File: config.mk
export PLATFORM = sky130hd
export DESIGN_NAME = seq_monitor
export DESIGN_NICKNAME = d
export VERILOG_FILES = /design/src/rtl/seq_monitor_pkg.sv /design/src/rtl/seq_monitor_sync_stages.sv /design/src/rtl/seq_monitor.sv
export SDC_FILE = /design/constraint.sdc
export NUM_CORES = 1
export LEC_CHECK = 0
export CAP_MARGIN = 20
export CORE_MARGIN = 8
export CORE_UTILIZATION = 50
export CTS_CLUSTER_DIAMETER = 100
export CTS_CLUSTER_SIZE = 28
export DETAILED_ROUTE_END_ITERATION = 16
export HOLD_SLACK_MARGIN = 0.08
export PLACE_DENSITY = 0.85
export SLEW_MARGIN = 10
export SYNTH_ARGS = -nofsm -noshare
export SYNTH_HDL_FRONTEND = slang
export SYNTH_SLANG_ARGS = --single-unit
File: constraint.sdc
create_clock -name clk -period 2.7 [get_ports clk]
set_input_delay 0.405 -clock clk [delete_from_list [all_inputs] [get_ports clk]]
set_output_delay 0.405 -clock clk [all_outputs]
set_load 0.02 [all_outputs]
File: src/rtl/seq_monitor_pkg.sv
// seq_monitor_pkg
// Shared types and constants for the MSB phase-stream monitor.
//   state_t     : lock FSM encoding (UNLOCKED, LOCKED)
//   D_*         : modulo-4 phase delta classes
//   PHASE_W     : width of the phase bus
//   phase_delta : modulo-4 difference between two phase samples
package seq_monitor_pkg;

  localparam int PHASE_W = 2;

  typedef enum logic [0:0] {
    UNLOCKED = 1'b0,
    LOCKED   = 1'b1
  } state_t;

  localparam logic [PHASE_W-1:0] D_HOLD = 2'd0;
  localparam logic [PHASE_W-1:0] D_FWD  = 2'd1;
  localparam logic [PHASE_W-1:0] D_SKIP = 2'd2;
  localparam logic [PHASE_W-1:0] D_BACK = 2'd3;

  // Natural wrap of the 2-bit subtraction gives the modulo-4 step size.
  function automatic logic [PHASE_W-1:0] phase_delta(
    input logic [PHASE_W-1:0] cur,
    input logic [PHASE_W-1:0] prev
  );
    return cur - prev;
  endfunction

endpackage

File: src/rtl/seq_monitor_sync_stages.sv
// sync_stages
// Parameterized bus synchronizer. DEPTH flops in series; DEPTH = 0 still
// registers the bus once so downstream timing is identical for same-domain
// sources. The bus must be Gray-coded or quasi-static when DEPTH > 0.
// Ports:
//   clk  : sampling clock
//   rst  : asynchronous active-low reset (all stages clear to 0)
//   d    : asynchronous/source-domain input bus
//   q    : synchronized output bus (last stage)
module sync_stages #(
  parameter int WIDTH = 2,
  parameter int DEPTH = 2
) (
  input  logic             clk,
  input  logic             rst,
  input  logic [WIDTH-1:0] d,
  output logic [WIDTH-1:0] q
);

  localparam int N = (DEPTH < 1) ? 1 : DEPTH;

  logic [WIDTH-1:0] stage_r [N];

  // Shift chain: stage 0 samples the input, later stages follow.
  always_ff @(posedge clk or negedge rst) begin
    if (!rst) begin
      for (int i = 0; i < N; i++) begin
        stage_r[i] <= {WIDTH{1'b0}};
      end
    end else begin
      stage_r[0] <= d;
      for (int i = 1; i < N; i++) begin
        stage_r[i] <= stage_r[i-1];
      end
    end
  end

  assign q = stage_r[N-1];

endmodule

File: src/rtl/seq_monitor.sv
// seq_monitor
// Receive-side checker for the 2-bit MSB phase stream of a free-running
// counter. Synchronizes the phase, classifies each change as hold, legal
// advance or illegal jump, locks after LOCK_N consecutive advances and
// counts 11->00 wraps while locked.
// Optional feature macro: SEQ_MONITOR_DIR_EN -- accepts backward single
// steps (delta 3), counts 00->11 as a wrap decrement and adds port `dir`.
// Ports:
//   clk        : sole clock, rising edge
//   rst        : asynchronous active-low reset
//   msbs_in    : phase from the counter
//   clr        : synchronous clear of wraps and err_sticky
//   phase      : synchronized phase
//   step       : pulse per legal advance while locked
//   wraps      : W-bit wrap counter (rolls over)
//   locked     : high in LOCKED
//   err        : pulse per illegal transition while locked
//   err_sticky : set by err, cleared by clr or reset
//   dir        : (SEQ_MONITOR_DIR_EN only) 1 = forward, 0 = backward
module seq_monitor
  import seq_monitor_pkg::*;
#(
  parameter int W           = 8,
  parameter int LOCK_N      = 4,
  parameter int SYNC_STAGES = 2
) (
  input  logic               clk,
  input  logic               rst,
  input  logic [PHASE_W-1:0] msbs_in,
  input  logic               clr,
  output logic [PHASE_W-1:0] phase,
  output logic               step,
  output logic [W-1:0]       wraps,
  output logic               locked,
  output logic               err,
  output logic               err_sticky
`ifdef SEQ_MONITOR_DIR_EN
  ,
  output logic               dir
`endif
);

  localparam int RUN_W = 4;
  localparam logic [RUN_W-1:0] RUN_LAST = RUN_W'(LOCK_N - 1);

`ifdef SEQ_MONITOR_DIR_EN
  localparam bit DIR_EN = 1'b1;
`else
  localparam bit DIR_EN = 1'b0;
`endif

  state_t             state_r;
  state_t             state_nxt_s;
  logic [RUN_W-1:0]   run_r;
  logic [RUN_W-1:0]   run_nxt_s;
  logic [PHASE_W-1:0] prev_r;
  logic               primed_r;
  logic [PHASE_W-1:0] delta_s;
  logic               adv_s;
  logic               back_s;
  logic               illegal_s;
  logic               step_nxt_s;
  logic               err_nxt_s;
  logic               wrap_inc_s;
  logic               wrap_dec_s;
`ifdef SEQ_MONITOR_DIR_EN
  logic               dir_nxt_s;
`endif

  sync_stages #(
    .WIDTH (PHASE_W),
    .DEPTH (SYNC_STAGES)
  ) u_sync (
    .clk (clk),
    .rst (rst),
    .d   (msbs_in),
    .q   (phase)
  );

  assign delta_s = phase_delta(phase, prev_r);

  // Classify the current phase change.
  always_comb begin
    adv_s     = 1'b0;
    back_s    = 1'b0;
    illegal_s = 1'b0;
    case (delta_s)
      D_HOLD: begin
        adv_s = 1'b0;
      end
      D_FWD: begin
        adv_s = 1'b1;
      end
      D_SKIP: begin
        illegal_s = 1'b1;
      end
      D_BACK: begin
        if (DIR_EN) begin
          adv_s  = 1'b1;
          back_s = 1'b1;
        end else begin
          illegal_s = 1'b1;
        end
      end
      default: begin
        illegal_s = 1'b1;
      end
    endcase
  end

  // Lock FSM next state, run counter and event decode.
  always_comb begin
    state_nxt_s = state_r;
    run_nxt_s   = run_r;
    step_nxt_s  = 1'b0;
    err_nxt_s   = 1'b0;
    wrap_inc_s  = 1'b0;
    wrap_dec_s  = 1'b0;
`ifdef SEQ_MONITOR_DIR_EN
    dir_nxt_s   = dir;
`endif
    if (!primed_r) begin
      // First evaluation after reset only loads prev.
      state_nxt_s = UNLOCKED;
    end else begin
      case (state_r)
        UNLOCKED: begin
          if (adv_s) begin
            // The LOCK_N-th advance locks but is not itself a step.
            if (run_r == RUN_LAST) begin
              state_nxt_s = LOCKED;
              run_nxt_s   = {RUN_W{1'b0}};
            end else begin
              run_nxt_s = run_r + RUN_W'(1);
            end
          end else if (illegal_s) begin
            run_nxt_s = {RUN_W{1'b0}};
          end else begin
            run_nxt_s = run_r;
          end
        end
        LOCKED: begin
          if (adv_s) begin
            step_nxt_s = 1'b1;
            wrap_inc_s = !back_s && (prev_r == 2'd3);
            wrap_dec_s = back_s && (prev_r == 2'd0);
`ifdef SEQ_MONITOR_DIR_EN
            dir_nxt_s  = !back_s;
`endif
          end else if (illegal_s) begin
            err_nxt_s   = 1'b1;
            state_nxt_s = UNLOCKED;
            run_nxt_s   = {RUN_W{1'b0}};
          end else begin
            state_nxt_s = LOCKED;
          end
        end
        default: begin
          state_nxt_s = UNLOCKED;
          run_nxt_s   = {RUN_W{1'b0}};
        end
      endcase
    end
  end

  // FSM state, history and pulse outputs.
  always_ff @(posedge clk or negedge rst) begin
    if (!rst) begin
      state_r  <= UNLOCKED;
      run_r    <= {RUN_W{1'b0}};
      prev_r   <= {PHASE_W{1'b0}};
      primed_r <= 1'b0;
      step     <= 1'b0;
      err      <= 1'b0;
      locked   <= 1'b0;
    end else begin
      state_r  <= state_nxt_s;
      run_r    <= run_nxt_s;
      prev_r   <= phase;
      primed_r <= 1'b1;
      step     <= step_nxt_s;
      err      <= err_nxt_s;
      locked   <= (state_nxt_s == LOCKED);
    end
  end

  // Wrap counter and sticky error; clr overrides same-cycle events.
  always_ff @(posedge clk or negedge rst) begin
    if (!rst) begin
      wraps      <= {W{1'b0}};
      err_sticky <= 1'b0;
    end else begin
      if (clr) begin
        wraps <= {W{1'b0}};
      end else if (wrap_inc_s) begin
        wraps <= wraps + W'(1);
      end else if (wrap_dec_s) begin
        wraps <= wraps - W'(1);
      end else begin
        wraps <= wraps;
      end
      if (clr) begin
        err_sticky <= 1'b0;
      end else if (err_nxt_s) begin
        err_sticky <= 1'b1;
      end else begin
        err_sticky <= err_sticky;
      end
    end
  end

`ifdef SEQ_MONITOR_DIR_EN
  // Direction flag, updated alongside step.
  always_ff @(posedge clk or negedge rst) begin
    if (!rst) begin
      dir <= 1'b1;
    end else begin
      dir <= dir_nxt_s;
    end
  end
`endif

endmodule

Word level (Yosys, flattened, before mapping)
Cells that the tools add are included.

operators by class
  add/subtract/negate cells = 3
  equal/unequal tests = 6
  multiplexer cells = 27
  bitwise logic cells = 1
  reduce and logical (&&, ||, !) cells = 4

operator list
  cell                 count
  $mux 1               19
  $mux 4               4
  $mux 8               2
  $add 8x1->8 const B  1
  $pmux 4 s2           1
  $eq 2x2->1 const B   3
  $add 4x1->4 const B  1
  $eq 4x2->1 const B   1
  $reduce_bool 2->1    2
  $eq 2x1->1 const B   1
  $ne 2x2->1 const B   1
  $pmux 1 s2           1
  $reduce_and 2->1     1
  $reduce_or 2->1      1
  $sub 2x2->2          1
  $not 1->1            1

word-level totals
  register bits = 23
  bits of input ports = 5

Logic depth before layout (Yosys ltp)
  word-level depth = 10
  depth in mapped cells = 6
  mapped depth without buffers = 6

By module
From an unflattened synthesis, not the netlist that was laid out.

unflattened totals
  cell total of the unflattened synthesis = 96
  area, all modules = 1088.5 um2

by module, submodules not included
  module       times used  cells each  area an instance (um2)  seq. area each (um2)
  seq_monitor  1           90          973.4                   475.5
  sync_stages  1           6           115.1                   100.1

Worst setup path before layout
No wires, ideal clock.

  path kind = register to register
  start point = reg prev_r[0]
  end point = reg wraps[1]
  library setup time = 0.131 ns
  arrival time = 1.541 ns
  slack = 1.028 ns
  cell stages (with the launch flop) = 6
  buffers on the path = 0
  clock period less this slack = 1.672 ns
  cells stage by stage = dfrtp_1 > ha_1 > nand3b_2 > nor3_1 > mux2i_1 > nor2_1

between the ends
  longest elaborated chain between the ends = 7

RTL lines
  element                          RTL line               source
  start, declared                  seq_monitor.sv:56      logic [PHASE_W-1:0] prev_r;
  start signal, assigned           seq_monitor.sv:171     prev_r <= {PHASE_W{1'b0}};
  start signal, assigned           seq_monitor.sv:179     prev_r <= phase;
  $sub 2x2->2                      seq_monitor_pkg.sv:26  return cur - prev;
  $eq 2x1->1                       seq_monitor.sv:87      case (delta_s)
  $mux 1                           seq_monitor.sv:87
  $mux 1 (*)                       seq_monitor.sv:143     if (adv_s) begin
  $mux 1 (*)                       seq_monitor.sv:126     case (state_r)
  $mux 1 (*)                       seq_monitor.sv:122     if (!primed_r) begin
  $reduce_bool 2->1 (no line) (*)  --
  end signal, assigned             seq_monitor.sv:190     wraps <= {W{1'b0}};
  end signal, assigned             seq_monitor.sv:194     wraps <= {W{1'b0}};
  end signal, assigned             seq_monitor.sv:196     wraps <= wraps + W'(1);
  end, declared                    seq_monitor.sv:33      output logic [W-1:0] wraps,

Every way passes the cells marked *; elsewhere a longest branch is shown, timed or not.
A chain may end at the register's enable or synchronous reset.

Final worst setup path
Ends and elaborated chain as after synthesis.

==> out/metrics.csv <==
metric,value,unit
vias in the first global route,770,
CTS Hold Bufs,0,
Sw Pwr,0.141,mW
Routed WL,1890,um
gp weighted congestion,0.902,
HP Class,reg2reg,
Slew Limit Fails,0,
Crit Path Max Fanout,8,
Post-Syn Instances,94,
final setup violation count,0,
Die Ht,62.0,um
"Avg Cell Area, Syn",11.2,um2
final hold vios,0,
predominant post-synthesis flop cell,dfrtp_1,
first-pass GRT wire length,3350,um
TNS Setup,0,ns
VDD IR max,298,uV
Max Cap Violations,0,
H-tree depth,1,
LEAKAGE,0.557,nW
outcome,finished clean,
total internal power,0.444,mW
Setup Skew,0.00525,ns
DIE AREA,0.00384,mm2
die width,62.0,um
first drt pass iteration count,4,
Ys Warns,0,
post-CTS setup buffers,0,
fmax,542,MHz
cell with the most instances after synthesis,dfrtp_1,
Power Dens Cells,458,mW/mm2
post-DR wirelength/cell,13.5,um
Post-synth ARST share,100,%
synth unique cells,28,
grt total ovfl,0,
class of the most critical setup path,reg2reg,
antenna violations before repair,0,
Placement Rows,16,
final worst-path cycle share,68.4,%
HPWL Detailed,1460,um
synthesized area,0.00106,mm2
Reg power frac,63.0,%
IO Pins,19,
FILL cells,148,
CTS Buf Count,3,
"top cells by area, synth","dfrtp_1 (55%), nor2_1 (5.0%), xnor2_1 (5.0%), ha_1 (3.6%), nor4b_2 (2.8%)",
Resize count post-CTS,0,
Final nets,122,
placed instance area,0.00125,mm2
GRT Util Overall,11.5,%
WP data required,2.88,ns
total design power,0.585,mW
initial core utilization,53.3,%
via count,767,
combinational cell fraction of total power,11.4,%
Skew-Pair Late Insertion Delay,0.29,ns
Worst setup SP type,flop,
"Design Area, Final",0.00128,mm2
clk buf depth,2,
layout cell share with drive strength beyond 1,8.85,%
CTS tree,yes,
largest net degree at the start of global routing,24,
sequential cell area fraction in the yosys report,54.5,%
"CTS clk-pin slew, worst paths",0.11,ns
CTS Sinks,23,
Synth Register Bits,23,
Net Sw Frac,24.1,%
crit path time final,1.85,ns
clock power share,25.7,%
ANT cells,0,
Placed Cells,136,
P&R area growth vs syn,21.0,%
vias per cell,5.48,
Core ar.,0.00198,mm2
unrepaired setup endpoints after global routing,false,
Final Non-Filler Cells,140,
Synth top area share,54.5,%
CP arrival,2.03,ns
initial DRC count,7,
Post-synth EDFFs,0,
Worst Setup End Kind,flop,
measured slew at the worst slew-check pin,0.556,ns
Remaining DRCs,0,
Synthesized Nets,102,
leading area contributor after synthesis,dfrtp_1,
most frequent cells after synthesis,"dfrtp_1 (23), nor2_1 (14), xnor2_1 (6)",
clock root buffer,clkbuf_4,
post-route ant nets,0,
port bufs,18,
Rel. slew slack,62.7,%
cell type report:
class | count | area (um2) | area share, %
tap | 27 | 33.8 | 2.64
timing repair buffer | 19 | 188 | 14.7
multi-input combinational | 65 | 447 | 35.0
sequential | 23 | 576 | 45.1
clock buffer | 4 | 26.3 | 2.06
inverter | 2 | 7.51 | 0.588
layout by cell type, fill, tap and decap left out:
master / n
nor3b_1: 2
dfrtp_1: 23
a21o_1: 2
nand2b_1: 1
nand2_1: 4
nor4_1: 4
xor3_2: 1
nand3b_2: 1
mux2i_1: 1
and3_1: 1
nor2b_1: 1
nor4b_2: 2
inv_1: 2
o22a_1: 1
nor2_1: 14
nand2b_4: 1
xnor2_1: 6
clkdlybuf4s50_1: 18
and4_1: 2
clkbuf_4: 3
o21ai_0: 4
mux2_2: 1
conb_1: 1
buf_4: 1
nor3_1: 2
clkbuf_1: 1
nand3_1: 5
a21oi_1: 2
nand4_1: 3
ha_1: 3
critical path: stages (launching register included):
cell and delay [ns]:
dfrtp_1 0.43, ha_1 0.31, nand3b_2 0.30, nor3_1 0.41, mux2i_1 0.24, nor2_1 0.05
sequential cells by signal, summed over array words and instances (netlist names):
register        flops
err                 1
err_sticky          1
prev_r              2
primed_r            1
run_r               4
state_r             1
step                1
u_sync.q            2
u_sync.stage_r      2
wraps               8
worst paths after layout:
check                                        from          end  slack (ns)  depth (start not counted)
max in group asynchronous                     rst    prev_r[0]        2.02                          2
min in group asynchronous                     rst     wraps[0]        0.45                          2
worst min-delay path            u_sync.stage_r[3]  u_sync.q[1]        0.36                          0
worst min register to register  u_sync.stage_r[3]  u_sync.q[1]        0.36                          0
worst max register to register          prev_r[0]     wraps[1]        0.85                          5
worst max-delay path                    prev_r[0]     wraps[1]        0.85                          5
layer usage:
metal | track usage, % | wire (um) | vias up | part of all wire, %
met3 | 2.67 | 139 | 4 | 7.4
li1 | - | - | 367 | -
met1 | 13.4 | 767 | 374 | 41
met5 | 0 | 0 | - | 0
met4 | 4.87 | 28 | 0 | 1.5
met2 | 19.6 | 950 | 22 | 50
kinds of logic after synthesis:
group,synth area share [%]
compound gates,5.09
xor+xnor,7.35
fa+ha+maj,3.55
buf+inv,3.20
flops,54.5
mux,2.01
other cells,0.355
simple gates,23.9
power groups by stage:
stage,Clock (mW),Combinational (mW),Sequential [mW]
floorplan,0,0.0451,0.371
finish,0.150,0.0666,0.368
global placement,0,0.0632,0.374
CTS,0.157,0.0677,0.368
detailed placement,0,0.0679,0.375
global route,0.175,0.0746,0.371
stage by stage:
step / utilization, % / setup slack, ns / hold slack [ns]
after detailed placement: 63.1 / 0.839 / 0.335
after CTS: 64.5 / 0.821 / 0.363
after floorplan: - / 1.03 / 0.109
final: 64.5 / 0.854 / 0.360
after global routing: 64.5 / 0.671 / 0.381
after global placement: 63.1 / 0.911 / 0.335
Power figures use the tool's default switching activity.
==> RTL change (same settings) <==
The option `SEQ_MONITOR_DIR_EN` is turned on by a define.
--- a/src/rtl/seq_monitor.sv
+++ b/src/rtl/seq_monitor.sv
@@ -17,6 +17,8 @@
 //   err        : pulse per illegal transition while locked
 //   err_sticky : set by err, cleared by clr or reset
 //   dir        : (SEQ_MONITOR_DIR_EN only) 1 = forward, 0 = backward
+`define SEQ_MONITOR_DIR_EN
+
 module seq_monitor
   import seq_monitor_pkg::*;
 #(
Function (old outputs only; new: dir): changed (a bounded check fails within 10 cycles, from zero or initial values and one cycle with rst low).
==> RTL change against the original RTL <==
  * Design area grew 30%
  * Non-clock buffer count is 7 higher
  * Sequential cell count increased by 1
  * Sequential share of layout area is 8.8 points lower
  * Highest routed layer unchanged
  * Synthesized cell count is 30% higher
  * Largest cell class is now multi-input gates
  * Global-route usage rose by 1.5 points
  * Synthesized area increased by 22%
  * Wire length grew 45%
  * Worst setup slack lost 770 ps
Power is not compared: it rests on default switching activity, and its combinational part moved more than twofold at a synthesized area within 25%.
==> RTL change: results (changes against the original RTL) <==
| Metric | Value |
|---|---|
| Drt pass-1 iters | `4 (unchanged)` |
| CP max stage delay | `430 ps (about the same)` |
| Final RePlAce weighted congestion | `0.816 (-9.5%)` |
| Outcome | `finished clean` |
| Inserted Clock Buffers | `3 (unchanged)` |
| Max H-tree Level | `1 (unchanged)` |
| Beginning of the critical path | `prev_r[0]$_DFF_PN0_` |
| Final wirelength | `2740 um (+45%)` |
| Largest Register | `wraps` |
| CP max stage cell | `dfrtp_1` |
| Synth top area cells | `dfrtp_1 45%, ha_1 7.8%, nor2_1 4.4%` |
| GRT Total Usage | `13.0% (+1.5 points)` |
| Tot Pwr | `856 uW` |
| Hold Path Sink | `u_sync.q[1]$_DFF_PN0_` |
| Seq pwr share | `49.7%` |
| Hold_ws | `365 ps (+5.40 ps)` |
| FF-to-FF Start | `prev_r[0]$_DFF_PN0_` |
| Placement Cell Area | `1530 sq um (+22%)` |
| Post-synth top cells | `23 x dfrtp_1, 15 x nor2_1, 10 x o21ai_0` |
| First-pass GRT wire length | `4590 um (+37%)` |
| CP top delay family | `adder cells` |
| Port bufs | `19 (+1)` |
| Synthesized net count | `136 (+33%)` |
| Layout cells sized above 1 | `16.3% (+7.5 points)` |
| Pleak | `0.000760 uW` |
| Worst R2R Path Depth | `10 (+5)` |
| Post-DP HPWL | `1930 um (+33%)` |
| Sw frac | `26.3%` |
| Crit path max fanout | `6 (-2)` |
| Worst slew margin | `62.2% (-0.48 points)` |
| Final nets | `162 (+33%)` |
| Max VDD drop | `0.596 mV` |
| Worst-path clk slew | `130 ps (+20 ps)` |
| Vias in the first global route | `1054 (+37%)` |
| Clock share of power | `30.6%` |
| Worst hold path class | `flop to flop` |
| Via count | `967 (+26%)` |
| Distinct cells, synth | `39 (+39%)` |
| Worst hold path depth | `0 (unchanged)` |
| R2r setup slk | `80 ps (-770 ps)` |
| Largest net degree at the start of global routing | `15 (-38%)` |
| Root Driver | `clkbuf_4` |
| Fillers | `200 (+35%)` |
| Detailed Route Iter0 Violations | `64 (+57)` |
| Largest registers | `wraps: 8 flops, run_r: 4 flops` |
| Initial antenna violation count | `0 (unchanged)` |
| Worst setup endpoint | `wraps[7]$_DFFE_PN0P_` |
| Synth Warn # | `0 (unchanged)` |
| Diode count | `0 (unchanged)` |
| Fin Clk Skew | `3.59 ps (-1.66 ps)` |
| FFs w/ async S/R, synth | `100% (unchanged)` |
| Clock Path Buffers | `2 (unchanged)` |
| Post-synthesis sequential area ratio | `46.8% (-7.7 points)` |
| Clock Latency Late Sink | `320 ps (+30 ps)` |
-- RTL change: cell types whose count changed in the layout (fill, tap and decap cells not counted), moves of 4 or more --
cell     unedited run  this run
buf_4               1         7
ha_4                0         4
inv_1               2         6
nand3_1             5         1
nor4_1              4         0
o21ai_0             4         8
-- RTL change: cell type report --
type / instances / share of cell area (%)
clock inverter: 1 / 1.81
timing repair buffer: 26 / 14.6
clock buffer: 3 / 1.36
sequential: 24 / 36.2
tap: 30 / 2.26
multi-input combinational: 86 / 42.0
inverter: 7 / 1.73
-- RTL change: what timing repair did --
item,in CTS,in global routing
endpoints found under the hold margin,0,0
resized for setup,1,8
pin swaps,0,3
setup buffers,0,2
setup endpoints to repair,1,2
-- RTL change: cells by family (layout without fill, tap and decap cells) --
kind of cell | Yosys count | after routing | synth area share, %
AOI/OAI and AO/OA | 30 | 30 | 15.4
xor gates and xnor gates | 6 | 6 | 5.25
adders and majority gates | 9 | 9 | 9.34
buffers and inverters | 12 | 37 | 4.47
DFF | 24 | 24 | 46.8
muxes | 4 | 4 | 3.21
other | 1 | 1 | 0.292
and+or+nand+nor | 36 | 36 | 15.3
-- RTL change: layer usage --
layer  track usage [%]  vias to the layer above  share of wire [%]
li1                  -                      472                  -
met1              14.3                      470                 40
met2              23.1                       21                 54
met3              4.19                        4                5.2
met4              4.00                        0                1.3
met5                 0                        -                  0
-- RTL change: per-stage QoR --
step | setup TNS (ps) | utilization (%) | cells | setup WS, ps
after floorplan | 0 | - | 122 | 19.6
after global placement | 0 | 62.4 | 171 | 92.4
after detailed placement | 0 | 62.4 | 171 | 7.26
after CTS | 0 | 64.7 | 175 | 9.70
after global routing | -75.4 | 67.6 | 177 | -75.4
final | 0 | 67.6 | 177 | 84.8
